[src/rtl/box_arb_pkg.sv]
// Shared types and constants for the two-requester register-box arbiter.
// The WAIT-state timeout is enabled with the BOX_ARB_TIMEOUT_EN macro.
package box_arb_pkg;

  localparam int unsigned DefDataW      = 8;
  localparam int unsigned DefAddrW      = 2;
  localparam int unsigned TimeoutCycles = 4;

  typedef enum logic [1:0] {
    StIdle,
    StIssue,
    StWait,
    StDone
  } box_arb_state_e;

endpackage

[src/rtl/box_arb_rr.sv]
// Two-way round-robin picker: a lone request wins outright, and under contention
// the requester that was not served last wins.
module box_arb_rr (
  input  logic [1:0] i_req,
  input  logic       i_last,
  output logic [1:0] o_win
);

  always_comb begin
    o_win = i_req;
    if (i_req == 2'b11) begin
      o_win = i_last ? 2'b01 : 2'b10;
    end
  end

endmodule

[src/rtl/box_arbiter.sv]
// Arbitrates two requesters onto a single register box, one command at a time.
// Define BOX_ARB_TIMEOUT_EN to bound the read wait and report err on expiry.
module box_arbiter
  import box_arb_pkg::*;
#(
  parameter int unsigned DATA_W = DefDataW,
  parameter int unsigned ADDR_W = DefAddrW
) (
  input  logic                clk,
  input  logic                rst_n,
  input  logic [1:0]          req,
  input  logic [1:0]          we,
  input  logic [2*ADDR_W-1:0] addr,
  input  logic [2*DATA_W-1:0] wdata,
  output logic [1:0]          gnt,
  output logic [1:0]          done,
  output logic [DATA_W-1:0]   rdata,
  output logic [1:0]          err,
  output logic                box_read_enable,
  output logic                box_write_enable,
  output logic [ADDR_W-1:0]   box_address,
  output logic [DATA_W-1:0]   box_write_data,
  input  logic [DATA_W-1:0]   box_read_data,
  input  logic                box_read_active
);

  box_arb_state_e r_state, w_state_d;
  logic [1:0]        r_owner, w_owner_d;
  logic              r_op_we, w_op_we_d;
  logic              r_last, w_last_d;
  logic [1:0]        r_gnt, w_gnt_d;
  logic [1:0]        r_done, w_done_d;
  logic [1:0]        r_err, w_err_d;
  logic [DATA_W-1:0] r_rdata, w_rdata_d;
  logic              r_box_re, w_box_re_d;
  logic              r_box_we, w_box_we_d;
  logic [ADDR_W-1:0] r_box_addr, w_box_addr_d;
  logic [DATA_W-1:0] r_box_wdata, w_box_wdata_d;
  logic [1:0]        w_win;

`ifdef BOX_ARB_TIMEOUT_EN
  localparam int unsigned CntW = $clog2(TimeoutCycles);
  logic [CntW-1:0] r_cnt, w_cnt_d;
`endif

  box_arb_rr u_rr (
    .i_req  (req),
    .i_last (r_last),
    .o_win  (w_win)
  );

  always_comb begin
    w_state_d     = r_state;
    w_owner_d     = r_owner;
    w_op_we_d     = r_op_we;
    w_last_d      = r_last;
    w_gnt_d       = 2'b00;
    w_done_d      = 2'b00;
    w_err_d       = 2'b00;
    w_rdata_d     = r_rdata;
    w_box_re_d    = 1'b0;
    w_box_we_d    = 1'b0;
    w_box_addr_d  = r_box_addr;
    w_box_wdata_d = r_box_wdata;
`ifdef BOX_ARB_TIMEOUT_EN
    w_cnt_d       = r_cnt;
`endif
    unique case (r_state)
      StIdle: begin
        if (req != 2'b00) begin
          w_state_d     = StIssue;
          w_owner_d     = w_win;
          w_gnt_d       = w_win;
          w_op_we_d     = w_win[1] ? we[1] : we[0];
          w_box_we_d    = w_op_we_d;
          w_box_re_d    = ~w_op_we_d;
          w_box_addr_d  = w_win[1] ? addr[2*ADDR_W-1:ADDR_W] : addr[ADDR_W-1:0];
          w_box_wdata_d = w_win[1] ? wdata[2*DATA_W-1:DATA_W] : wdata[DATA_W-1:0];
        end
      end
      StIssue: begin
        w_gnt_d = r_owner;
        if (r_op_we) begin
          w_state_d = StDone;
          w_done_d  = r_owner;
        end else begin
          w_state_d = StWait;
`ifdef BOX_ARB_TIMEOUT_EN
          w_cnt_d   = '0;
`endif
        end
      end
      StWait: begin
        w_gnt_d = r_owner;
        if (box_read_active) begin
          w_state_d = StDone;
          w_done_d  = r_owner;
          w_rdata_d = box_read_data;
        end
`ifdef BOX_ARB_TIMEOUT_EN
        else if (r_cnt == CntW'(TimeoutCycles - 1)) begin
          // Give up on the box; rdata keeps its previous value.
          w_state_d = StDone;
          w_done_d  = r_owner;
          w_err_d   = r_owner;
        end else begin
          w_cnt_d = r_cnt + 1'b1;
        end
`endif
      end
      StDone: begin
        w_state_d = StIdle;
        w_last_d  = r_owner[1];
      end
      default: w_state_d = StIdle;
    endcase
  end

  always_ff @(posedge clk or negedge rst_n) begin
    if (!rst_n) begin
      r_state     <= StIdle;
      r_owner     <= 2'b00;
      r_op_we     <= 1'b0;
      r_last      <= 1'b1;  // requester 0 wins the first contention
      r_gnt       <= 2'b00;
      r_done      <= 2'b00;
      r_err       <= 2'b00;
      r_rdata     <= '0;
      r_box_re    <= 1'b0;
      r_box_we    <= 1'b0;
      r_box_addr  <= '0;
      r_box_wdata <= '0;
`ifdef BOX_ARB_TIMEOUT_EN
      r_cnt       <= '0;
`endif
    end else begin
      r_state     <= w_state_d;
      r_owner     <= w_owner_d;
      r_op_we     <= w_op_we_d;
      r_last      <= w_last_d;
      r_gnt       <= w_gnt_d;
      r_done      <= w_done_d;
      r_err       <= w_err_d;
      r_rdata     <= w_rdata_d;
      r_box_re    <= w_box_re_d;
      r_box_we    <= w_box_we_d;
      r_box_addr  <= w_box_addr_d;
      r_box_wdata <= w_box_wdata_d;
`ifdef BOX_ARB_TIMEOUT_EN
      r_cnt       <= w_cnt_d;
`endif
    end
  end

  assign gnt              = r_gnt;
  assign done             = r_done;
  assign err              = r_err;
  assign rdata            = r_rdata;
  assign box_read_enable  = r_box_re;
  assign box_write_enable = r_box_we;
  assign box_address      = r_box_addr;
  assign box_write_data   = r_box_wdata;

endmodule
[config.mk]
export PLATFORM = sky130hd
export DESIGN_NAME = box_arbiter
export DESIGN_NICKNAME = d
export VERILOG_FILES = /design/src/rtl/box_arb_pkg.sv /design/src/rtl/box_arb_rr.sv /design/src/rtl/box_arbiter.sv
export SDC_FILE = /design/constraint.sdc
export NUM_CORES = 1
export LEC_CHECK = 0
export CORE_ASPECT_RATIO = 1.1
export CORE_MARGIN = 2
export CORE_UTILIZATION = 30
export CTS_CLUSTER_DIAMETER = 100
export DETAILED_ROUTE_END_ITERATION = 12
export PLACE_DENSITY_LB_ADDON = 0.1
export REMOVE_ABC_BUFFERS = 1
export SLEW_MARGIN = 30
export SYNTH_ARGS = -nofsm -noshare
export SYNTH_HDL_FRONTEND = slang
export SYNTH_SLANG_ARGS = --single-unit
[constraint.sdc]
create_clock -name clk -period 1.7 [get_ports clk]
set_clock_uncertainty 0.2 [all_clocks]
set_input_delay 0.34 -clock clk [delete_from_list [all_inputs] [get_ports clk]]
set_output_delay 0.34 -clock clk [all_outputs]
set_load 0.005 [all_outputs]
==> impl_metrics.py <==
metrics = {
    "run_status": {
        "status": "complete, no violations",
    },
    "clock_tree": {
        "worst_skew_pair.late_latency_ps": 270,
        "cts_buffers": 5,
        "htree_levels": 2,
        "cts.sink_count": 30,
        "clock_edge_transition_at_the_registers_on_the_reported_setup_and_hold_paths_ps": 60,
        "tritoncts": "yes",
        "cts-root-buf": "clkbuf_8",
        "cts_max_path_buffers": 2,
        "cts_hold_repair.buffers": 0,
    },
    "setup_path": {
        "path_cells": "clkdlybuf4s50_1",
        "critPathRequiredTime_ps": 1160,
        "worst-path-buf-inv": 1,
        "r2r-end": "r_state[1]",
        "crit_type": "reg -> out",
        "critical_path.max_stage_delay_ps": 500,
        "r2r_path_start": "r_state[0]",
        "cp.arrival_ps": 1110,
        "reg2reg_path_depth": 5,
        "crit_fanout": 2,
        "highest_delay_cell_along_the_critical_path": "clkdlybuf4s50_1",
        "timing.reg2reg.setup_slack_ps": 50,
        "cp_top_family": "buffers and inverters",
        "cp_startpoint_kind": "flip-flop",
        "cp-end-kind": "primary output",
    },
    "global_routing": {
        "grt_pass1_wl_um": 5264,
        "grt_max_degree": 31,
        "grt.overflow.total": 0,
        "initial_antenna_violation_count": 0,
        "via_count_of_the_first_global_routing_pass": 1212,
        "grt_util_all_layers_pct": 14.42,
    },
    "final_layout": {
        "final_nets": 242,
        "flow.area_growth_from_synthesis_pct": 69.59,
        "antenna_cells_inserted": 0,
        "layout.core_utilization_pct": 52.58,
        "final_layout_size_suffix_gt1_share_pct": 18.72,
    },
    "floorplan": {
        "floorplan.initialDensity_pct": 31.01,
        "io_pins": 61,
        "rows": 25,
        "die_width_um": 67.46,
        "die-area_mm2": 0.004978,
        "die_y_um": 73.80,
        "core_mm2": 0.004285,
    },
    "power_and_ir_drop": {
        "clock_network_power_share_pct": 18.6,
        "combinationalPowerShare_pct": 47.1,
        "vdd_drop_max_mv": 0.7218,
        "seq_power_share_pct": 34.3,
        "design_power_total_mw": 3.572,
        "cellLeakagePower_nw": 1.113,
        "fraction_of_power_spent_switching_nets_pct": 30.76,
        "cellInternalPower_mw": 2.473,
        "netSwitchingPower_mw": 1.099,
        "power-per-cell-area_mw_per_mm2": 1585,
    },
    "routing": {
        "routedWlPerCell_um": 12.47,
        "routed_via_density": 4.560,
        "drt_first_iter_violations": 31,
        "drt_total_wl_um": 3205,
        "drcViolationCount": 0,
        "detail-route-antenna-nets": 0,
        "drt-pass1-iter-count": 4,
        "total_number_of_vias": 1172,
    },
    "placement": {
        "gpl.final_weighted_congestion": 0.8024,
        "buffers_on_ports": 58,
        "dpl.hpwl_um": 2447,
        "post-place-ws_ps": -225.0,
    },
    "logic_synthesis": {
        "ys_ff_latch": 30,
        "synth-warning-count": 0,
        "fraction_of_registers_with_async_set_reset_pct": 100.0,
        "avg_cell_area_syn_um2": 10.55,
        "synth-seq-area-share_pct": 56.59,
        "synth.lib_cells_used.distinct": 24,
        "syn-cell-area_mm2": 0.001329,
        "number_of_synthesized_flops_with_an_enable_pin": 0,
        "synthesis.instances": 126,
        "primary_ff_master_synth": "dfrtp_1",
    },
    "sta": {
        "drv_slew": 0,
        "max_freq_mhz": 605.6,
        "fin_worst_hold_slack_ps": 227.7,
        "final_min_period_over_clock_period_pct": 97.14,
        "finalSetupViolCount": 0,
        "finalHoldViolations": 0,
        "fin_ws_ps": 48.66,
        "post-route-min-period_ps": 1651,
    },
    "worst_hold_path": {
        "worst_hold_path_type": "in -> async",
    },
    "run": {
        "max_cap_violations": 0,
    },
}
[layout make-up]
class | count | area [um2]
fill | 381 | 2032
timing repair buffer | 74 | 770.7
sequential | 30 | 752.0
multi-input combinational | 88 | 541.8
clock buffer | 8 | 110.1
tap | 54 | 67.56
inverter | 3 | 11.26
[layer usage]
| metal | global-route usage (%) | part of all wire, % |
|---|---|---|
| met2 | 25.52 | 48 |
| met4 | 5.442 | 1.4 |
| met3 | 5.972 | 9.5 |
| met1 | 15.06 | 41 |
| met5 | 0 | 0 |
[worst max path at each step]
stage                           start                end  slack [ps]  depth (start not counted)
floorplan                  r_state[0]         r_state[1]          10                          5
global placement      box_read_active         r_state[1]        -210                          4
detailed placement    box_read_active         r_state[1]        -220                          4
CTS                 box_write_data[5]  box_write_data[5]           3                          1
global route               r_state[0]         r_state[1]         -10                          5
finish                       rdata[1]           rdata[1]          50                          1
[cells by family (layout without fill, tap and decap cells)]
logic type | count (synthesis) | count (layout) | synth area share (%)
flops | 30 | 30 | 56.59
simple gates | 38 | 38 | 11.39
buf+inv | 9 | 85 | 3.861
compound gates | 32 | 32 | 13.94
mux | 11 | 11 | 9.228
other cells | 1 | 2 | 0.2822
fa+ha+maj | 5 | 5 | 4.708
[registers in the layout, indices dropped and copies added (netlist names), 2 cells and up]
name	count
gnt	2
box_address	2
r_owner	2
rdata	8
r_state	2
done	2
box_write_data	8
[per-stage QoR]
stage,TNS (ps),cells,area [um2]
after detailed placement,-1969,247,2083
after floorplan,0,121,1292
after global routing,-9.902,257,2253
after CTS,0,255,2191
after global placement,-1520,247,2083
final,0,257,2253
[Yosys cell counts (2+ instances only)]
master	count	area share, %
ha_1	5	4.7
mux2_2	10	8.5
inv_1	3	0.85
o21a_1	2	1.1
buf_2	2	0.75
buf_4	4	2.3
a21oi_1	23	8.7
nand2_1	19	5.4
nor2_1	15	4.2
dfrtp_1	29	55
[what timing repair did]
item	4_1_cts	5_1_grt
endpoints found under the hold margin	0	0
setup endpoints to repair	2	26
buffers inserted	0	2
resized for setup	2	17
[worst reg2reg max path, cell delays in order (launching register included)]
cell and delay, ps:
dfrtp_1 340, inv_1 80, ha_1 240, nand2b_1 100, a21boi_1 210, mux2_2 350
[cells in the final DEF, fill, tap and decap left out, drive strengths merged]
cell,Yosys,final
a21bo,1,1
a21boi,2,2
a21oi,23,23
a22oi,1,1
a31oi,1,1
and2,1,1
buf,6,16
clkbuf,0,8
clkdlybuf4s50,0,42
conb,1,2
dfrtp,29,29
dfstp,1,1
dlygate4sd2,0,2
dlymetal6s2s,0,14
ha,5,5
inv,3,3
mux2,10,10
mux2i,1,1
nand2,19,19
nand2b,1,1
nor2,15,15
nor2b,1,1
nor3,1,1
o211ai,1,1
o21a,2,2
o21ai,1,1
[power by group through the flow]
stage	clock, mW	sequential [mW]	combinational [mW]
after floorplan	0	1.26	0.675
after global placement	0	1.23	1.64
after detailed placement	0	1.24	1.69
after CTS	0.687	1.23	1.68
after global routing	0.734	1.27	1.87
final	0.665	1.22	1.68
(Power assumes the default switching activity.)
